File: config.mk
export PLATFORM = sky130hd
export DESIGN_NAME = anthill_uart_rx_flat
export DESIGN_NICKNAME = d
export VERILOG_FILES = /design/src/rtl/anthill_uart_pkg.sv /design/src/rtl/anthill_uart_rx_if.sv /design/src/rtl/anthill_sync2.sv /design/src/rtl/anthill_uart_rx.sv /design/src/flat_wrapper.sv
export SDC_FILE = /design/constraint.sdc
export NUM_CORES = 1
export LEC_CHECK = 0
export CAP_MARGIN = 40
export CORE_MARGIN = 10
export CORE_UTILIZATION = 59
export CTS_BUF_LIST = sky130_fd_sc_hd__clkbuf_4 sky130_fd_sc_hd__clkbuf_8
export CTS_CLUSTER_SIZE = 14
export DETAILED_ROUTE_END_ITERATION = 16
export PLACE_DENSITY_LB_ADDON = 0.08
export SYNTH_ARGS = -nofsm -noshare
export SYNTH_HDL_FRONTEND = slang
export SYNTH_SLANG_ARGS = --single-unit
File: constraint.sdc
create_clock -name CLK100MHZ -period 3.1 [get_ports CLK100MHZ]
set_clock_uncertainty 0.15 [all_clocks]
set_input_delay 0.31 -clock CLK100MHZ [delete_from_list [all_inputs] [get_ports CLK100MHZ]]
set_output_delay 0.31 -clock CLK100MHZ [all_outputs]
set_load 0.005 [all_outputs]
File: src/rtl/anthill_uart_pkg.sv
// Shared UART definitions for the anthill SoC, used by both the RX and TX blocks.
// Holds the receiver state encoding, frame width and the bit-period helper.
package anthill_uart_pkg;

   localparam int c_uart_data_bits = 8;
   localparam int c_sim_clks_per_bit = 16;

   typedef enum logic [2:0] {
      IDLE,
      START,
      DATA,
      STOP,
      BREAK
   } t_rx_state;

   // Simulation builds shrink the bit period so full frames stay short.
   function automatic int f_effective_cpb(input int sim, input int cpb);
      return (sim != 0) ? c_sim_clks_per_bit : cpb;
   endfunction

endpackage

File: src/rtl/anthill_uart_rx_if.sv
// Byte hand-off between the UART receiver and the bus-side register file.
// The receiver drives the master modport and the consumer drives the slave modport.
interface anthill_uart_rx_if;
   import anthill_uart_pkg::*;

   logic [c_uart_data_bits-1:0] rx_data_o;
   logic                        rx_valid_o;
   logic                        rx_ready_i;

   modport master (
      output rx_data_o,
      output rx_valid_o,
      input  rx_ready_i
   );

   modport slave (
      input  rx_data_o,
      input  rx_valid_o,
      output rx_ready_i
   );

endinterface

File: src/rtl/anthill_sync2.sv
// Two-flop synchroniser for a single asynchronous input.
// The reset value is chosen per use so an idle line reads as idle straight out of reset.
module anthill_sync2 #(
   parameter logic g_reset_val = 1'b1
) (
   input  logic i_clk,
   input  logic i_rst_n,
   input  logic i_async,
   output logic o_sync
);

   logic r_meta;
   logic r_sync;

   always_ff @(posedge i_clk or negedge i_rst_n) begin
      if (!i_rst_n) begin
         r_meta <= g_reset_val;
         r_sync <= g_reset_val;
      end else begin
         r_meta <= i_async;
         r_sync <= r_meta;
      end
   end

   assign o_sync = r_sync;

endmodule

File: src/rtl/anthill_uart_rx.sv
// 8N1 UART receiver: mid-bit sampling FSM feeding a one-entry valid/ready buffer.
// Framing errors and overruns are reported as single-cycle pulses.
module anthill_uart_rx
   import anthill_uart_pkg::*;
#(
   parameter int g_clks_per_bit = 868,
   parameter int g_simulation   = 0
) (
   input  logic                    CLK100MHZ,
   input  logic                    resetn,
   input  logic                    uart_rxd_i,
   anthill_uart_rx_if.master       rx_bus,
   output logic                    frame_err_o,
   output logic                    overrun_o,
   output logic                    busy_o
);

   localparam int c_cpb   = f_effective_cpb(g_simulation, g_clks_per_bit);
   localparam int c_cnt_w = $clog2(c_cpb);
   localparam int c_idx_w = $clog2(c_uart_data_bits);

   localparam logic [c_cnt_w-1:0] c_cnt_half = c_cnt_w'(c_cpb / 2 - 1);
   localparam logic [c_cnt_w-1:0] c_cnt_full = c_cnt_w'(c_cpb - 1);
   localparam logic [c_cnt_w-1:0] c_cnt_one  = c_cnt_w'(1);
   localparam logic [c_idx_w-1:0] c_idx_last = c_idx_w'(c_uart_data_bits - 1);
   localparam logic [c_idx_w-1:0] c_idx_one  = c_idx_w'(1);

   logic w_rxs;

   t_rx_state r_state;
   t_rx_state w_state_nxt;

   logic [c_cnt_w-1:0]          r_cnt;
   logic [c_cnt_w-1:0]          w_cnt_nxt;
   logic [c_idx_w-1:0]          r_idx;
   logic [c_idx_w-1:0]          w_idx_nxt;
   logic [c_uart_data_bits-1:0] r_shift;
   logic [c_uart_data_bits-1:0] w_shift_nxt;

   logic w_tick;
   logic w_good;
   logic w_ferr;
   logic w_take;
   logic w_load;
   logic w_ovr;

   logic [c_uart_data_bits-1:0] r_data;
   logic                        r_valid;
   logic                        r_ferr;
   logic                        r_ovr;
   logic                        r_busy;

   anthill_sync2 #(
      .g_reset_val (1'b1)
   ) u_sync (
      .i_clk   (CLK100MHZ),
      .i_rst_n (resetn),
      .i_async (uart_rxd_i),
      .o_sync  (w_rxs)
   );

   assign w_tick = (r_cnt == '0);

   always_ff @(posedge CLK100MHZ or negedge resetn) begin
      if (!resetn) begin
         r_state <= IDLE;
         r_cnt   <= '0;
         r_idx   <= '0;
         r_shift <= '0;
      end else begin
         r_state <= w_state_nxt;
         r_cnt   <= w_cnt_nxt;
         r_idx   <= w_idx_nxt;
         r_shift <= w_shift_nxt;
      end
   end

   always_comb begin
      w_state_nxt = r_state;
      w_cnt_nxt   = w_tick ? r_cnt : (r_cnt - c_cnt_one);
      w_idx_nxt   = r_idx;
      w_shift_nxt = r_shift;
      w_good      = 1'b0;
      w_ferr      = 1'b0;

      case (r_state)
         IDLE: begin
            if (!w_rxs) begin
               w_state_nxt = START;
               w_cnt_nxt   = c_cnt_half;
            end
         end
         START: begin
            // A start bit that is high again at mid-bit was only a glitch.
            if (w_tick) begin
               if (!w_rxs) begin
                  w_state_nxt = DATA;
                  w_cnt_nxt   = c_cnt_full;
                  w_idx_nxt   = '0;
               end else begin
                  w_state_nxt = IDLE;
               end
            end
         end
         DATA: begin
            if (w_tick) begin
               w_shift_nxt = {w_rxs, r_shift[c_uart_data_bits-1:1]};
               w_cnt_nxt   = c_cnt_full;
               if (r_idx == c_idx_last) begin
                  w_state_nxt = STOP;
               end else begin
                  w_idx_nxt = r_idx + c_idx_one;
               end
            end
         end
         STOP: begin
            if (w_tick) begin
               if (w_rxs) begin
                  w_good      = 1'b1;
                  w_state_nxt = IDLE;
               end else begin
                  w_ferr      = 1'b1;
                  w_state_nxt = BREAK;
               end
            end
         end
         BREAK: begin
            if (w_rxs) begin
               w_state_nxt = IDLE;
            end
         end
         default: begin
            w_state_nxt = IDLE;
         end
      endcase
   end

   // A byte may load into a full buffer only when the old byte leaves in the same cycle.
   assign w_take = r_valid & rx_bus.rx_ready_i;
   assign w_load = w_good & (~r_valid | w_take);
   assign w_ovr  = w_good & r_valid & ~w_take;

   always_ff @(posedge CLK100MHZ or negedge resetn) begin
      if (!resetn) begin
         r_data  <= '0;
         r_valid <= 1'b0;
         r_ferr  <= 1'b0;
         r_ovr   <= 1'b0;
         r_busy  <= 1'b0;
      end else begin
         if (w_load) begin
            r_data  <= r_shift;
            r_valid <= 1'b1;
         end else if (w_take) begin
            r_valid <= 1'b0;
         end
         r_ferr <= w_ferr;
         r_ovr  <= w_ovr;
         r_busy <= (w_state_nxt != IDLE);
      end
   end

   assign rx_bus.rx_data_o  = r_data;
   assign rx_bus.rx_valid_o = r_valid;
   assign frame_err_o       = r_ferr;
   assign overrun_o         = r_ovr;
   assign busy_o            = r_busy;

endmodule

File: src/flat_wrapper.sv
// flat-port wrapper written by rule: the top's interface ports become plain ports
module anthill_uart_rx_flat import anthill_uart_pkg::*;
#(
   parameter int g_clks_per_bit = 868,
   parameter int g_simulation   = 0
)
  (CLK100MHZ, resetn, uart_rxd_i, frame_err_o, overrun_o, busy_o, rx_bus_rx_data_o, rx_bus_rx_valid_o, rx_bus_rx_ready_i);
  anthill_uart_rx_if rx_bus_i ();
  input  logic CLK100MHZ;
  input  logic resetn;
  input  logic uart_rxd_i;
  output logic frame_err_o;
  output logic overrun_o;
  output logic busy_o;
  output wire logic [$bits(rx_bus_i.rx_data_o)-1:0] rx_bus_rx_data_o;
  output wire logic [$bits(rx_bus_i.rx_valid_o)-1:0] rx_bus_rx_valid_o;
  input wire logic [$bits(rx_bus_i.rx_ready_i)-1:0] rx_bus_rx_ready_i;
  assign rx_bus_rx_data_o = rx_bus_i.rx_data_o;
  assign rx_bus_rx_valid_o = rx_bus_i.rx_valid_o;
  assign rx_bus_i.rx_ready_i = rx_bus_rx_ready_i;
  anthill_uart_rx #(.g_clks_per_bit(g_clks_per_bit), .g_simulation(g_simulation)) u_core (.CLK100MHZ(CLK100MHZ), .resetn(resetn), .uart_rxd_i(uart_rxd_i), .rx_bus(rx_bus_i), .frame_err_o(frame_err_o), .overrun_o(overrun_o), .busy_o(busy_o));
endmodule
### Yosys cells after proc, flatten, opt, wreduce, memory -nomap -nowiden

Cells that the tools add are included.

* register bits after elaboration: 38
* bits of input ports: 4
* logic and storage cells: 64

* add/sub/neg operators: 2
* eq/ne operators: 9
* muxes and demuxes: 28
* bitwise logic cells: 7
* reduce and logical (&&, ||, !) cells: 7

Operator list (number)
* 2-to-1 mux 10 bit: 5
* 2-to-1 mux 3 bit: 11
* case mux 10 bit (3 select lines): 1
* case mux 3 bit (5 select lines): 1
* zero test 10 bit: 1
* subtractor 10 x 1 -> 10 bit, second input constant: 1
* 2-to-1 mux 1 bit: 8
* == test 3 x 2 -> 1 bit, second input constant: 2
* == test 3 bit, second input constant: 2
* case mux 3 bit (2 select lines): 1
* AND reduction 5 bit: 1
* bitwise AND 1 bit: 4
* inequality test 2 x 1 -> 1 bit, second input constant: 2
* inequality test 2 bit, second input constant: 2
* nonzero test 2 bit: 2
* adder 3 x 1 -> 3 bit, second input constant: 1
* == test 3 x 1 -> 1 bit, second input constant: 1
* zero test 3 bit: 1
* nonzero test 3 bit: 1
* 2-to-1 mux 2 bit: 1
* NOT 1 bit: 2
* AND reduction 2 bit: 1
* bitwise OR 1 bit: 1

### Longest topological paths before layout

Gate-level depths: netlist (run 1).

* depth in word-level cells: 5
* gate-level depth with buffers: 12
* mapped depth without buffers: 10

### By module

Synthesis (run 1) repeated with hierarchy kept, for this count alone.

* cells, all modules: 160
* area, all modules: 1881.8 um2

Modules (own cells, without submodules)
* anthill_uart_rx: instances 1, cells an instance 158, area an instance 1829.3 um2
* anthill_sync2: instances 1, cells an instance 2, area an instance 52.6 um2

### Worst setup path after synthesis (run 1)

Ideal clock, no wire load.

* path type: reg-to-reg
* start point: reg u_core.r_cnt[0]
* end point: reg u_core.r_cnt[0]
* library setup time: 0.136 ns
* data arrival time: 2.277 ns
* required time: 2.814 ns
* slack: 0.537 ns
* stages on the path, launching flop included: 13
* buffers on the path: 2
* clock period less this slack: 2.563 ns
* cells stage by stage: dfrtp_1 -> inv_1 -> ha_1 -> or4b_1 -> clkbuf_1 -> nor3_2 -> inv_2 -> buf_2 -> ha_1 -> nand2_1 -> o31ai_1 -> a22oi_1 -> o211ai_1

* cells in the longest elaborated chain, start to end: 5

RTL lines
* start: declaration: line anthill_uart_rx.sv:33 `logic [c_cnt_w-1:0] r_cnt;`
* start signal: assignment: line anthill_uart_rx.sv:72 `r_cnt <= w_cnt_nxt;`
* subtractor 10 x 1 -> 10 bit / zero test 10 bit (equally long branches): line anthill_uart_rx.sv:80, anthill_uart_rx.sv:62
* 2-to-1 mux 10 bit: line anthill_uart_rx.sv:80 `w_cnt_nxt = w_tick ? r_cnt : (r_cnt - c_cnt_one);`
* 2-to-1 mux 10 bit: line anthill_uart_rx.sv:96 `if (!w_rxs) begin`
* 2-to-1 mux 10 bit: line anthill_uart_rx.sv:95 `if (w_tick) begin`
* case mux 10 bit (3 select lines) *: line anthill_uart_rx.sv:86 `case (r_state)`
* via u_core.w_cnt_nxt[0]: line anthill_uart_rx.sv:34 `logic [c_cnt_w-1:0] w_cnt_nxt;`

The timed path passes the listed nets; every way through them passes the cells marked *.
A chain may end at the register's enable or synchronous reset.

### Worst setup path in the final report (run 1)

Ends and elaborated chain as after synthesis.

==> flow_summary.yaml, run 1 <==
critical_path:
  critPathTopFamily: "simple AND/OR/NAND/NOR gates"
  critical_path.max_stage_delay_ns: 0.60
  crit_top_cell: "ha_1"
  critPathArrivalTime_ns: 2.82
  slowest_stage: "or4b_1"
  critPathKind: "reg2reg"
  worst_ep_required_time_ns: 3.18
  start_kind: "flop"
  crit_buf_inv: 2
  end_kind: "flop"
  cp_max_fo: 11
  path_cells: "inv_1 > ha_1 > or4b_1 > nor3_2 > inv_2 > ha_1 > nand2_1 > o31ai_1 > a22oi_1 > o211ai_1"
global_routing:
  grt_pass1_vias: 1303
  grt_pass1_wl_mm: 6.27
  grt_max_degree: 39
  grt_use_total_pct: 14.6
  overflow: 0
  antenna_found_initial: 0
cells_and_area:
  stdcell_area_mm2: 0.00206
  antenna_cells: 0
  area_growth_pct: 16.7
  most-common-layout-cells: "dfrtp_1, mux2_2, clkdlybuf4s50_1"
  final_common_cell: "dfrtp_1"
  fin_nets: 182
  drive_gt1_share_pct: 20.0
detailed_routing:
  first_pass_iters: 4
  drtIter0Drc: 111
  drc_errors: 0
  vias: 1279
  wl_per_cell_um: 17.8
  wirelength_mm: 3.68
  postRouteAntennaNets: 0
  avgViaCountPerCell: 6.21
clock_tree:
  cts_sinks: 38
  post-cts-setup-buffers: 0
  cts_buffers: 5
  ctsRootBufferMaster: "clkbuf_4"
  htreeDepth: 2
  worstSkewPairLatency_ns: 0.35
  cts.clk_slew.worst_paths_ns: 0.11
  clk_path_buf_depth: 2
  cts_tree: "done"
status:
  status: "complete, no violations"
placed_design:
  place_ws_ns: 0.401
  dpl.hpwl_mm: 2.51
  dpl-instance-area_mm2: 0.00194
  place_congestion: 0.852
  io_buffers: 15
min_path:
  hold_class: "reg2reg"
timing:
  slew_headroom_pct: 45.8
  timing.fmax_ghz: 0.365
  fin_crit_ns: 2.74
  whs_ns: 0.219
  finalSetupTns_ns: 0
  setup_violations: 0
  rsz0062_at_grt: "no"
  setup_ws_ns: 0.360
  worstMarginPinSlew_ns: 0.813
  slew_violations: 0
  min_period_over_period_pct: 88.4
  hold_viol: 0
yosys:
  synth_edf_count: 0
  syn_area_mm2: 0.00177
  synth_warnings: 0
  ys_ff_latch: 38
  async_reset_ff_share_pct: 100
  ys_types: 46
  netlist_instances: 155
  synth_fp_nets: 163
  synth_ff_type: "dfrtp_1"
  yosysSeqAreaShare_pct: 53.9
  avgSynthCellArea_um2: 11.4
power:
  power.total_w: 0.000957
  leakage_nw: 0.927
  power_density_mw_per_mm2: 464
  vdd_drop_max_v: 0.000352
die:
  core_mm2: 0.00281
  io_pins: 16
  die-area_mm2: 0.00559
  initial_core_util_pct: 63.1
  rows: 19
  fp.dieH_um: 74.8
  die_w_um: 74.8
run:
  cap_violations: 0
registers in the layout, summed over array words and instances (netlist names):
name and flops:
u_core.r_cnt 10, u_core.r_shift 8, u_core.rx_bus.rx_data_o 8, u_core.r_idx 3
u_core.r_state 3, u_core.busy_o 1, u_core.frame_err_o 1, u_core.overrun_o 1
u_core.rx_bus.rx_valid_o 1, u_core.u_sync.o_sync 1, u_core.u_sync.r_meta 1
through the flow:
step / utilization, % / cells
2_1_floorplan: - / 155
3_3_place_gp: 69.3 / 197
3_5_place_dp: 69.3 / 197
4_1_cts: 73.6 / 206
5_1_grt: 73.6 / 206
6_report: 73.6 / 206
power breakdown:
part	internal (W)	total [W]	switching [W]	leakage, nW
clock	0.000273	0.000441	0.000168	0.0585
combinational	0.00000490	0.0000171	0.0000122	0.370
sequential	0.000498	0.000500	0.00000162	0.499
total	0.000776	0.000957	0.000181	0.927
what timing repair did:
action,CTS,global route
hold buffers,1,0
hold endpoints to repair,36,0
resized for setup,0,0
Yosys cell counts, types with 2 or more instances:
master | count | share of area [%]
dfrtp_1 | 36 | 51
mux2_2 | 16 | 10
o21ai_0 | 12 | 3.4
nand2_1 | 8 | 1.7
nor2_1 | 8 | 1.7
nand2b_1 | 6 | 2.1
a21oi_1 | 5 | 1.4
a22o_1 | 5 | 2.5
inv_1 | 5 | 1.1
nor3_1 | 5 | 1.4
clkbuf_1 | 4 | 0.85
ha_1 | 4 | 2.8
or3_1 | 3 | 1.1
a22oi_1 | 2 | 0.85
and3_1 | 2 | 0.71
buf_2 | 2 | 0.57
dfstp_2 | 2 | 3.0
nor4_1 | 2 | 0.71
logic make-up (layout without fill, tap and decap cells):
| family | after synthesis | in the layout | synth area share, % |
|---|---|---|---|
| AND/OR/NAND/NOR | 48 | 48 | 16.1 |
| flip-flops | 38 | 38 | 53.9 |
| AO/OA/AOI/OAI | 35 | 35 | 13.2 |
| multiplexers | 17 | 17 | 10.7 |
| buffers and inverters | 12 | 32 | 2.69 |
| adder cells (fa/ha/maj) | 4 | 4 | 2.83 |
| XOR/XNOR | 1 | 1 | 0.495 |
routing by layer:
layer  global-route usage (%)  up-vias  wire length [um]
li1                         -      607                 -
met2                     20.8       36              1700
met5                        0        -                 0
met4                     6.93        0                61
met3                     5.26        6               221
met1                     19.3      630              1700
final timing paths:
kind                       depth (start not counted)                   end  slack (ns)                  from
setup / recovery                                  10       u_core.r_cnt[0]        0.36       u_core.r_cnt[0]
hold / removal                                     0  u_core.u_sync.o_sync        0.22  u_core.u_sync.r_meta
setup reg to reg                                  10       u_core.r_cnt[0]        0.36       u_core.r_cnt[0]
hold reg to reg                                    0  u_core.u_sync.o_sync        0.22  u_core.u_sync.r_meta
max in group asynchronous                          2     u_core.r_shift[5]        1.86                resetn
min in group asynchronous                          2      u_core.overrun_o        0.43                resetn
area by class of cell:
| cell class | count | area [um2] |
|---|---|---|
| multi-input cells | 105 | 768 |
| clock inverters | 2 | 60.1 |
| well taps | 31 | 38.8 |
| inverters | 6 | 22.5 |
| fillers | 213 | 741 |
| clock buffers | 6 | 51.3 |
| flip-flops and latches | 38 | 953 |
| repair buffers | 18 | 170 |
Note: power is estimated with default switching activity, not from simulation.
==> inputs of run 2 (changes only) <==
Settings changed: CAP_MARGIN 40 to 20, GPL_ROUTABILITY_DRIVEN set to 0.
==> run 2 against run 1 <==
Effect of this change: sequential power is essentially flat; sequential share of layout area up 1.3 points; critical path depth unchanged; highest routed layer unchanged; first-iteration DRC count shrank 39%.
==> flow_summary.yaml, run 2 (same netlist as run 1, synthesis figures left out) <==
power:
  p_clk_share_pct: 34.7
  power_density_mw_per_mm2: 394
  leakage_nw: 0.898
  vdd_drop_max_v: 0.000371
  comb_power_share_pct: 2.1
  sequentialPowerShare_pct: 63.1
  p_int_w: 0.000612
  switchingPower_w: 0.000179
  netSwitchingFraction_pct: 22.7
clock_tree:
  worstSkewPairLatency_ns: 0.35
  cts.clk_slew.worst_paths_ns: 0.12
  clk_path_buf_depth: 2
  cts_tree: "done"
  ctsRootBufferMaster: "clkbuf_4"
  cts_sinks: 38
  htreeDepth: 2
  cts_buffers: 5
cells_and_area:
  fin_nets: 181
  drive_gt1_share_pct: 19.5
  largest_register: "u_core.r_cnt"
  area_growth_pct: 13.6
  largest_register_ffs: 10
  antenna_cells: 0
  final_common_cell: "dfrtp_1"
  most-common-layout-cells: "dfrtp_1, mux2_2, clkdlybuf4s50_1"
critical_path:
  rrSetupSlack_ns: 0.36
  worst_ep_required_time_ns: 3.18
  timing.rr.start: "u_core.r_cnt[0]"
  setup.worst_path.end: "u_core.r_cnt[0]"
  start_kind: "flop"
  crit_start: "u_core.r_cnt[0]"
  critPathKind: "reg2reg"
  slowest_stage: "or4b_1"
  path_cells: "inv_1 > ha_1 > or4b_1 > nor3_2 > inv_2 > ha_1 > nand2_1 > o31ai_1 > a22oi_1 > o211ai_1"
  rr_worst_depth: 10
  cp_max_fo: 11
  end_kind: "flop"
  r2r_end: "u_core.r_cnt[0]"
  crit_top_cell: "ha_1"
  critical_path.max_stage_delay_ns: 0.58
  critPathArrivalTime_ns: 2.82
run:
  cap_violations: 0
global_routing:
  grt_pass1_vias: 1297
  grt_use_total_pct: 14.3
  antenna_found_initial: 0
  overflow: 0
  grt_pass1_wl_mm: 6.17
  grt_max_degree: 39
die:
  io_pins: 16
  fp.dieH_um: 74.8
  die-area_mm2: 0.00559
  die_w_um: 74.8
  initial_core_util_pct: 63.1
  core_mm2: 0.00281
  rows: 19
timing:
  hold_viol: 0
  setup_ws_ns: 0.362
  slew_headroom_pct: 46.0
  timing.fmax_ghz: 0.365
  fin_crit_ns: 2.74
  rsz0062_at_grt: "no"
  finalSetupTns_ns: 0
  setup_violations: 0
  min_period_over_period_pct: 88.3
  slew_violations: 0
  worstMarginPinSlew_ns: 0.810
status:
  status: "complete, no violations"
placed_design:
  dpl.hpwl_mm: 2.59
  io_buffers: 15
  place_ws_ns: 0.385
min_path:
  hold_class: "in2reg"
  whs_path_depth: 1
detailed_routing:
  first_pass_iters: 4
  drtIter0Drc: 68
  wirelength_mm: 3.62
  avgViaCountPerCell: 6.43
  wl_per_cell_um: 17.7
  postRouteAntennaNets: 0
  drc_errors: 0
  vias: 1319
## run 2: cell count changes in the layout (fill, tap and decap cells not counted), sizes merged
cell      delta
bufinv       -2
buf          -1
clkinv       +1
clkinvlp     +1
## run 2: how the worst min path moves through the flow
stage                    startpoint                   end  slack (ns)
5_1_grt                  uart_rxd_i  u_core.u_sync.r_meta        0.20
3_5_place_dp   u_core.u_sync.r_meta  u_core.u_sync.o_sync        0.20
6_report                 uart_rxd_i  u_core.u_sync.r_meta        0.20
2_1_floorplan                resetn         u_core.busy_o       -0.14
4_1_cts                  uart_rxd_i  u_core.u_sync.r_meta        0.19
3_3_place_gp   u_core.u_sync.r_meta  u_core.u_sync.o_sync        0.20
## run 2: layout make-up
class | count | area [um2]
clock buffer | 6 | 51.3
clock inverter | 2 | 12.5
fill | 202 | 796
inverter | 6 | 22.5
multi-input combinational | 105 | 768
sequential | 38 | 953
tap | 31 | 38.8
timing repair buffer | 17 | 163
## run 2: per-stage QoR
stage               utilization (%)  total power, W  instances  hold slack, ns  instance area, um2
floorplan                         -        0.000512        155          -0.136                1770
global placement               69.0        0.000525        196           0.196                1940
detailed placement             69.0        0.000525        196           0.199                1940
CTS                            71.6        0.000798        205           0.191                2010
global route                   71.6        0.000825        205           0.198                2010
finish                         71.6        0.000791        205           0.198                2010
## run 2: worst max-delay path, delay by kind of cell, from the launching register on
kind | cells | cell delay [ns]
adders and majority gates | 2 | 0.54
DFF | 1 | 0.43
buffers and inverters | 2 | 0.23
AOI/OAI and AO/OA | 3 | 0.36
and+or+nand+nor | 3 | 0.91
## run 2: layer usage
layer	up-vias	track usage (%)	share of wire (%)
li1	607	-	-
met1	653	18.1	43
met2	48	21.4	47
met3	11	4.99	7.3
met4	0	6.51	2.2
met5	-	0	0
## run 2: timing repair
item                                   4_1_cts  5_1_grt
endpoints found under the hold margin       36        0
resized for setup                            0        0
buffers inserted                             0        0
hold buffers                                 1        0
## run 2: power groups by stage
stage | sequential (W) | clock (W) | combinational [W]
floorplan | 0.000508 | 0 | 0.00000309
global route | 0.000500 | 0.000306 | 0.0000198
finish | 0.000499 | 0.000275 | 0.0000169
global placement | 0.000509 | 0 | 0.0000164
CTS | 0.000499 | 0.000281 | 0.0000176
detailed placement | 0.000509 | 0 | 0.0000165
